### config.mk
export PLATFORM = sky130hd
export DESIGN_NAME = qp_fetch_scheduler
export DESIGN_NICKNAME = d
export VERILOG_FILES = /design/src/rtl/qp_fetch_scheduler.sv
export SDC_FILE = /design/constraint.sdc
export NUM_CORES = 1
export LEC_CHECK = 0
export CORE_MARGIN = 1.5
export CORE_UTILIZATION = 55
export CTS_CLUSTER_DIAMETER = 120
export CTS_CLUSTER_SIZE = 25
export DETAILED_ROUTE_END_ITERATION = 8
export GPL_ROUTABILITY_DRIVEN = 0
export PLACE_DENSITY = 0.77
export SLEW_MARGIN = 20
export SYNTH_ARGS = -nofsm -noshare
export SYNTH_HDL_FRONTEND = slang
export SYNTH_SLANG_ARGS = --single-unit
### constraint.sdc
create_clock -name clk -period 9.7 [get_ports clk]
set_input_delay 1.455 -clock clk [delete_from_list [all_inputs] [get_ports clk]]
set_output_delay 1.455 -clock clk [all_outputs]
set_load 0.005 [all_outputs]
### src/rtl/qp_fetch_scheduler.sv
// rtl/qp_fetch_scheduler.sv - round-robin send-queue WQE fetch scheduler with per-QP outstanding caps
//
// Purpose:
//    Picks which active QP receives the next WQE fetch grant. Scanning starts at a rotating
//    pointer. New grants are blocked while the WQE cache is almost full. Each QP may have at
//    most MAX_OUTSTANDING fetches granted but not yet written to the cache.
//
// Configuration macro:
//    QP_WEIGHT_EN - when defined, the pointer stays on a winner for up to i_qp_weight[winner]
//                   consecutive grants (a weight of 0 counts as 1). When undefined, each QP
//                   gets one grant per turn and i_qp_weight is ignored.
//
// Ports:
//    clk                 in   clock
//    rst_n               in   asynchronous active-low reset
//    i_active            in   per-QP "send queue has work" level
//    i_wqe_cache_alfull  in   WQE cache almost full; blocks new grants
//    i_wqe_fetch_ready   in   fetch engine can accept a grant
//    i_fetch_done_val    in   one WQE has been written to the cache (credit return)
//    i_fetch_done_qpn    in   QP that the returned credit belongs to
//    i_qp_weight         in   per-QP burst weight; QP n occupies bits [4n+3:4n]
//    o_arbit_val         out  one-cycle grant pulse
//    o_qp_idx            out  granted QP index; holds the last grant between pulses
//    o_qp_idx_one_hot    out  one-hot form of o_qp_idx
//    o_credit_err        out  sticky flag: credit returned to a QP with zero outstanding fetches
module qp_fetch_scheduler #(
   parameter int MAX_QP          = 32,
   parameter int QP_PTR_WIDTH    = 5,
   parameter int MAX_OUTSTANDING = 4,
   parameter int CNT_WIDTH       = 4
) (
   input  logic                      clk,
   input  logic                      rst_n,
   input  logic [MAX_QP-1:0]         i_active,
   input  logic                      i_wqe_cache_alfull,
   input  logic                      i_wqe_fetch_ready,
   input  logic                      i_fetch_done_val,
   input  logic [QP_PTR_WIDTH-1:0]   i_fetch_done_qpn,
   input  logic [MAX_QP*4-1:0]       i_qp_weight,
   output logic                      o_arbit_val,
   output logic [QP_PTR_WIDTH-1:0]   o_qp_idx,
   output logic [MAX_QP-1:0]         o_qp_idx_one_hot,
   output logic                      o_credit_err
);

   typedef enum logic [1:0] {ST_IDLE, ST_GRANT, ST_HOLD} state_t;

   state_t                    r_state;
   logic                      r_arbit_val;
   logic [QP_PTR_WIDTH-1:0]   r_qp_idx;
   logic [MAX_QP-1:0]         r_qp_idx_one_hot;
   logic                      r_credit_err;
   logic [QP_PTR_WIDTH-1:0]   r_ptr;
   logic [CNT_WIDTH-1:0]      r_outstanding [MAX_QP];

   logic [MAX_QP-1:0]         w_eligible;
   logic [MAX_QP-1:0]         w_nonzero;
   logic                      w_found;
   logic [QP_PTR_WIDTH-1:0]   w_winner;
   logic [MAX_QP-1:0]         w_winner_oh;
   logic [QP_PTR_WIDTH-1:0]   w_ptr_inc;
   logic                      w_grant;
   logic [MAX_QP-1:0]         w_inc;
   logic [MAX_QP-1:0]         w_credit_oh;
   logic [MAX_QP-1:0]         w_dec;
   logic                      w_credit_err;
   logic                      w_stay;

   assign o_arbit_val      = r_arbit_val;
   assign o_qp_idx         = r_qp_idx;
   assign o_qp_idx_one_hot = r_qp_idx_one_hot;
   assign o_credit_err     = r_credit_err;

   always_comb begin
      for (int n = 0; n < MAX_QP; n++) begin
         w_nonzero[n]  = (r_outstanding[n] != '0);
         w_eligible[n] = i_active[n] && (r_outstanding[n] < CNT_WIDTH'(MAX_OUTSTANDING));
      end
   end

   // First eligible QP at or after the pointer, wrapping past MAX_QP-1 back to 0.
   always_comb begin
      int v_idx;
      w_found  = 1'b0;
      w_winner = '0;
      v_idx    = 0;
      for (int i = 0; i < MAX_QP; i++) begin
         v_idx = int'(r_ptr) + i;
         if (v_idx >= MAX_QP) v_idx = v_idx - MAX_QP;
         if (!w_found && w_eligible[v_idx[QP_PTR_WIDTH-1:0]]) begin
            w_found  = 1'b1;
            w_winner = v_idx[QP_PTR_WIDTH-1:0];
         end
      end
   end

   assign w_winner_oh = MAX_QP'(1) << w_winner;
   assign w_ptr_inc   = (w_winner == QP_PTR_WIDTH'(MAX_QP - 1)) ? '0 : w_winner + 1'b1;
   assign w_grant     = (r_state == ST_IDLE) && i_wqe_fetch_ready && !i_wqe_cache_alfull && w_found;

   // Credits aimed at an empty counter are dropped and flagged instead of underflowing.
   assign w_inc        = w_grant ? w_winner_oh : '0;
   assign w_credit_oh  = i_fetch_done_val ? (MAX_QP'(1) << i_fetch_done_qpn) : '0;
   assign w_dec        = w_credit_oh & w_nonzero;
   assign w_credit_err = |(w_credit_oh & ~w_nonzero);

`ifdef QP_WEIGHT_EN
   logic [3:0] r_burst;
   logic [3:0] w_weight;
   logic [3:0] w_burst_next;

   // A burst only continues while the winner is the QP the pointer rests on; if the scan
   // had to skip past it, the pointed-at QP went ineligible and the new winner starts fresh.
   always_comb begin
      w_weight = i_qp_weight[{w_winner, 2'b00} +: 4];
      if (w_weight == 4'd0) w_weight = 4'd1;
      w_burst_next = ((w_winner == r_ptr) ? r_burst : 4'd0) + 4'd1;
      w_stay       = (w_burst_next < w_weight);
   end
`else
   logic w_unused_weight;
   assign w_unused_weight = ^i_qp_weight;
   assign w_stay          = 1'b0;
`endif

   always_ff @(posedge clk or negedge rst_n) begin
      if (!rst_n) begin
         r_state          <= ST_IDLE;
         r_arbit_val      <= 1'b0;
         r_qp_idx         <= '0;
         r_qp_idx_one_hot <= '0;
         r_ptr            <= '0;
`ifdef QP_WEIGHT_EN
         r_burst          <= '0;
`endif
      end else begin
         case (r_state)
            ST_IDLE: begin
               if (w_grant) begin
                  r_arbit_val      <= 1'b1;
                  r_qp_idx         <= w_winner;
                  r_qp_idx_one_hot <= w_winner_oh;
                  r_ptr            <= w_stay ? w_winner : w_ptr_inc;
`ifdef QP_WEIGHT_EN
                  r_burst          <= w_stay ? w_burst_next : 4'd0;
`endif
                  r_state          <= ST_GRANT;
               end
            end
            ST_GRANT: begin
               r_arbit_val <= 1'b0;
               r_state     <= ST_HOLD;
            end
            // One dead cycle so a late ready de-assert from the fetch engine is not missed.
            ST_HOLD: begin
               r_state <= ST_IDLE;
            end
            default: begin
               r_arbit_val <= 1'b0;
               r_state     <= ST_IDLE;
            end
         endcase
      end
   end

   always_ff @(posedge clk or negedge rst_n) begin
      if (!rst_n) begin
         for (int n = 0; n < MAX_QP; n++) r_outstanding[n] <= '0;
         r_credit_err <= 1'b0;
      end else begin
         for (int n = 0; n < MAX_QP; n++) begin
            if (w_inc[n] && !w_dec[n])
               r_outstanding[n] <= r_outstanding[n] + 1'b1;
            else if (w_dec[n] && !w_inc[n])
               r_outstanding[n] <= r_outstanding[n] - 1'b1;
         end
         if (w_credit_err) r_credit_err <= 1'b1;
      end
   end

endmodule

==> metrics.yaml <==
yosysSeqAreaShare_pct: 24.3
fill_cells: 2531
cp.required_ns: 10.03
cp_max_fo: 11
fin_crit_ns: 8.92
rsz0062_at_grt: "no"
hold_viol_final: 0
clk_latency_ns: 0.45
yosysUniqueCellTypes: 90
drv_slew: 0
ys.flop_type: "dfrtp_1"
syn_nets: 2151
ys_async_sr_fraction_pct: 100
multi_input_area_um2: 12900
postPlaceCellArea_um2: 19400
mostFrequentLayoutCells: "dfrtp_1, nand2_1, xnor2_1, nor2_1, ha_1"
die_y_um: 183
cp_data_arrival_time_ns: 9.25
grt_overflow: 0
initial_core_util_pct: 56.3
antenna_left: 0
grt_pass1_wl_mm: 90.5
cp_common_cell: "ha_1"
grt_start_max_net_pins: 98
clkTransAtPathRegs_ns: 0.07
relSlewSlack_pct: 21.1
syn2layout_area_growth_pct: 11.5
htreeDepth: 4
io-pin-count: 209
timing.final.setup_violations: 0
route.detailed.drc: 0
vias_per_cell: 7.01
skew_ns: 0.0119
clock_sinks: 174
wl_per_cell_um: 24.6
period_share_pct: 92.0
fp.dieArea_um2: 33700
synth_edf_count: 0
avgSynthCellArea_um2: 9.76
slowest_stage: "nor3b_1"
outcome: "complete, no violations"
critPathKind: "in2reg"
cp-start-kind: "input pin"
final_nets: 2229
hold_buffers: 0
drt_pass1_iterations: 7
tns_ns: 0
grtUsageTotal_pct: 35.1
cp-end-kind: "register"
drive_gt1_share_pct: 15.9
vias: 16541
clockBufferDepth: 2
netlist_area_um2: 17900
hpwl_mm: 43.1
post-cts-setup-buffers: 0
wl_mm: 58.1
drv_cap: 0
synthCells: 1835
worstMarginPinSlew_ns: 1.18
core_um2: 31800
final_common_cell: "dfrtp_1"
cts_tree: "built"
grt_pass1_vias: 16230
fp.dieW_um: 183
drt_iter0_drc: 2269
fin_area_um2: 20000
root_buffer: "clkbuf_16"
cts_resized: 0
hold_path.class: "reg2reg"
timing.fmax_mhz: 112
critPathBufInv: 2
n_antenna_cell: 0
antenna_found_initial: 0
path_delay_family: "simple AND/OR/NAND/NOR gates"
cp_slowest_stage_delay_ns: 0.94
synth.ff_latch_count: 174
whs_ns: 0.423
seqCellArea_um2: 4360
cts_buffers: 17
ys_warn_count: 0
std_cell_rows: 65
path_cells: "clkdlybuf4s50_1, nor3b_1, mux2i_1, mux4_2, mux4_2, nand2_1, or4_1, nor4_1, or3_1, or4_1, nor4b_1, a31oi_1, ha_1, and3_1, and2_1, ha_1, inv_1, ha_1, a21o_1, a21oi_1, xnor2_1, nor2_1, xor2_1"
numPortBuffers: 80
registers in the layout, indices dropped and copies added (netlist names):
name and count:
r_outstanding 128, o_qp_idx_one_hot 32, o_credit_err 1, o_qp_idx 5, r_ptr 5, o_arbit_val 1, r_state 2
stage by stage:
step | worst slack (ns) | utilization, % | cells
2_1_floorplan | 2.53 | - | 1835
3_3_place_gp | 0.831 | 60.9 | 2329
3_5_place_dp | 0.647 | 60.9 | 2329
4_1_cts | 1.10 | 62.8 | 2360
5_1_grt | 0.693 | 62.8 | 2360
6_report | 0.778 | 62.8 | 2360
metal layers:
metal  global-route usage, %  vias to the layer above  routed length (µm)
li1                        -                     7126                   -
met1                    45.2                     7961               21700
met2                    53.6                     1189               25700
met3                    9.19                      265                7070
met4                    19.8                        0                3620
met5                       0                        -                   0
cell type report:
class	count	share of cell area (%)
Tap cell	435	2.73
Sequential cell	174	21.8
Multi-Input combinational cell	1513	64.7
Clock inverter	9	0.683
Timing Repair Buffer	152	6.72
Inverter	55	1.03
Clock buffer	22	2.32
cells by family after synthesis:
| group | Yosys count | synth area share (%) |
|---|---|---|
| and+or+nand+nor | 594 | 17.9 |
| AOI/OAI and AO/OA | 375 | 14.8 |
| buffers and inverters | 148 | 3.72 |
| xor gates and xnor gates | 164 | 8.06 |
| adders and majority gates | 146 | 11.5 |
| muxes | 234 | 19.6 |
| DFF | 174 | 24.3 |
worst register-to-register path: stages (launching register included):
cell and delay, ns:
dfrtp_1 0.35, buf_4 0.45, ha_1 0.51, xor2_2 0.15, buf_4 0.41, inv_1 0.36
mux4_2 0.55, mux4_2 0.40, nand2_1 0.19, or4_1 0.78, nor4_1 0.66, nand2_1 0.12
o221a_2 0.17, a211oi_1 0.37, o21ai_0 0.18, o21ai_0 0.27, inv_1 0.23, ha_1 0.40
and3_1 0.41, and2_1 0.27, ha_1 0.23, inv_1 0.14, ha_1 0.25, a21o_1 0.18
a21oi_1 0.19, xnor2_1 0.15, nor2_1 0.07, xor2_1 0.14
synthesized netlist by cell type (all sizes together), types with 50 or more instances:
cell type	instances	area (µm²)
xnor2	126	1100
nand3	65	325
o21ai	71	355
nand2	133	507
ha	114	1430
a21oi	73	369
nor2	114	435
mux2i	93	931
mux4	89	2000
buf	50	299
mux2	52	586
nor3	50	267
inv	52	195
dfrtp	174	4350
final timing paths:
path | slack (ns) | cells past startpoint | from | endpoint
max in group asynchronous | 6.91 | 2 | rst_n | r_ptr[1]$_DFFE_PN0P_
setup reg to reg | 0.98 | 27 | r_ptr[2]$_DFFE_PN0P_ | r_outstanding[75]$_DFFE_PN0P_
hold / removal | 0.42 | 1 | r_state[1]$_DFFE_PN0P_ | r_state[1]$_DFFE_PN0P_
hold reg to reg | 0.42 | 1 | r_state[1]$_DFFE_PN0P_ | r_state[1]$_DFFE_PN0P_
setup / recovery | 0.78 | 23 | i_active[28] | r_outstanding[75]$_DFFE_PN0P_
min in group asynchronous | 1.07 | 1 | rst_n | r_outstanding[15]$_DFFE_PN0P_
Power is not shown: default switching activity piles up to over one toggle a cycle in this logic, so the estimate is an artifact.
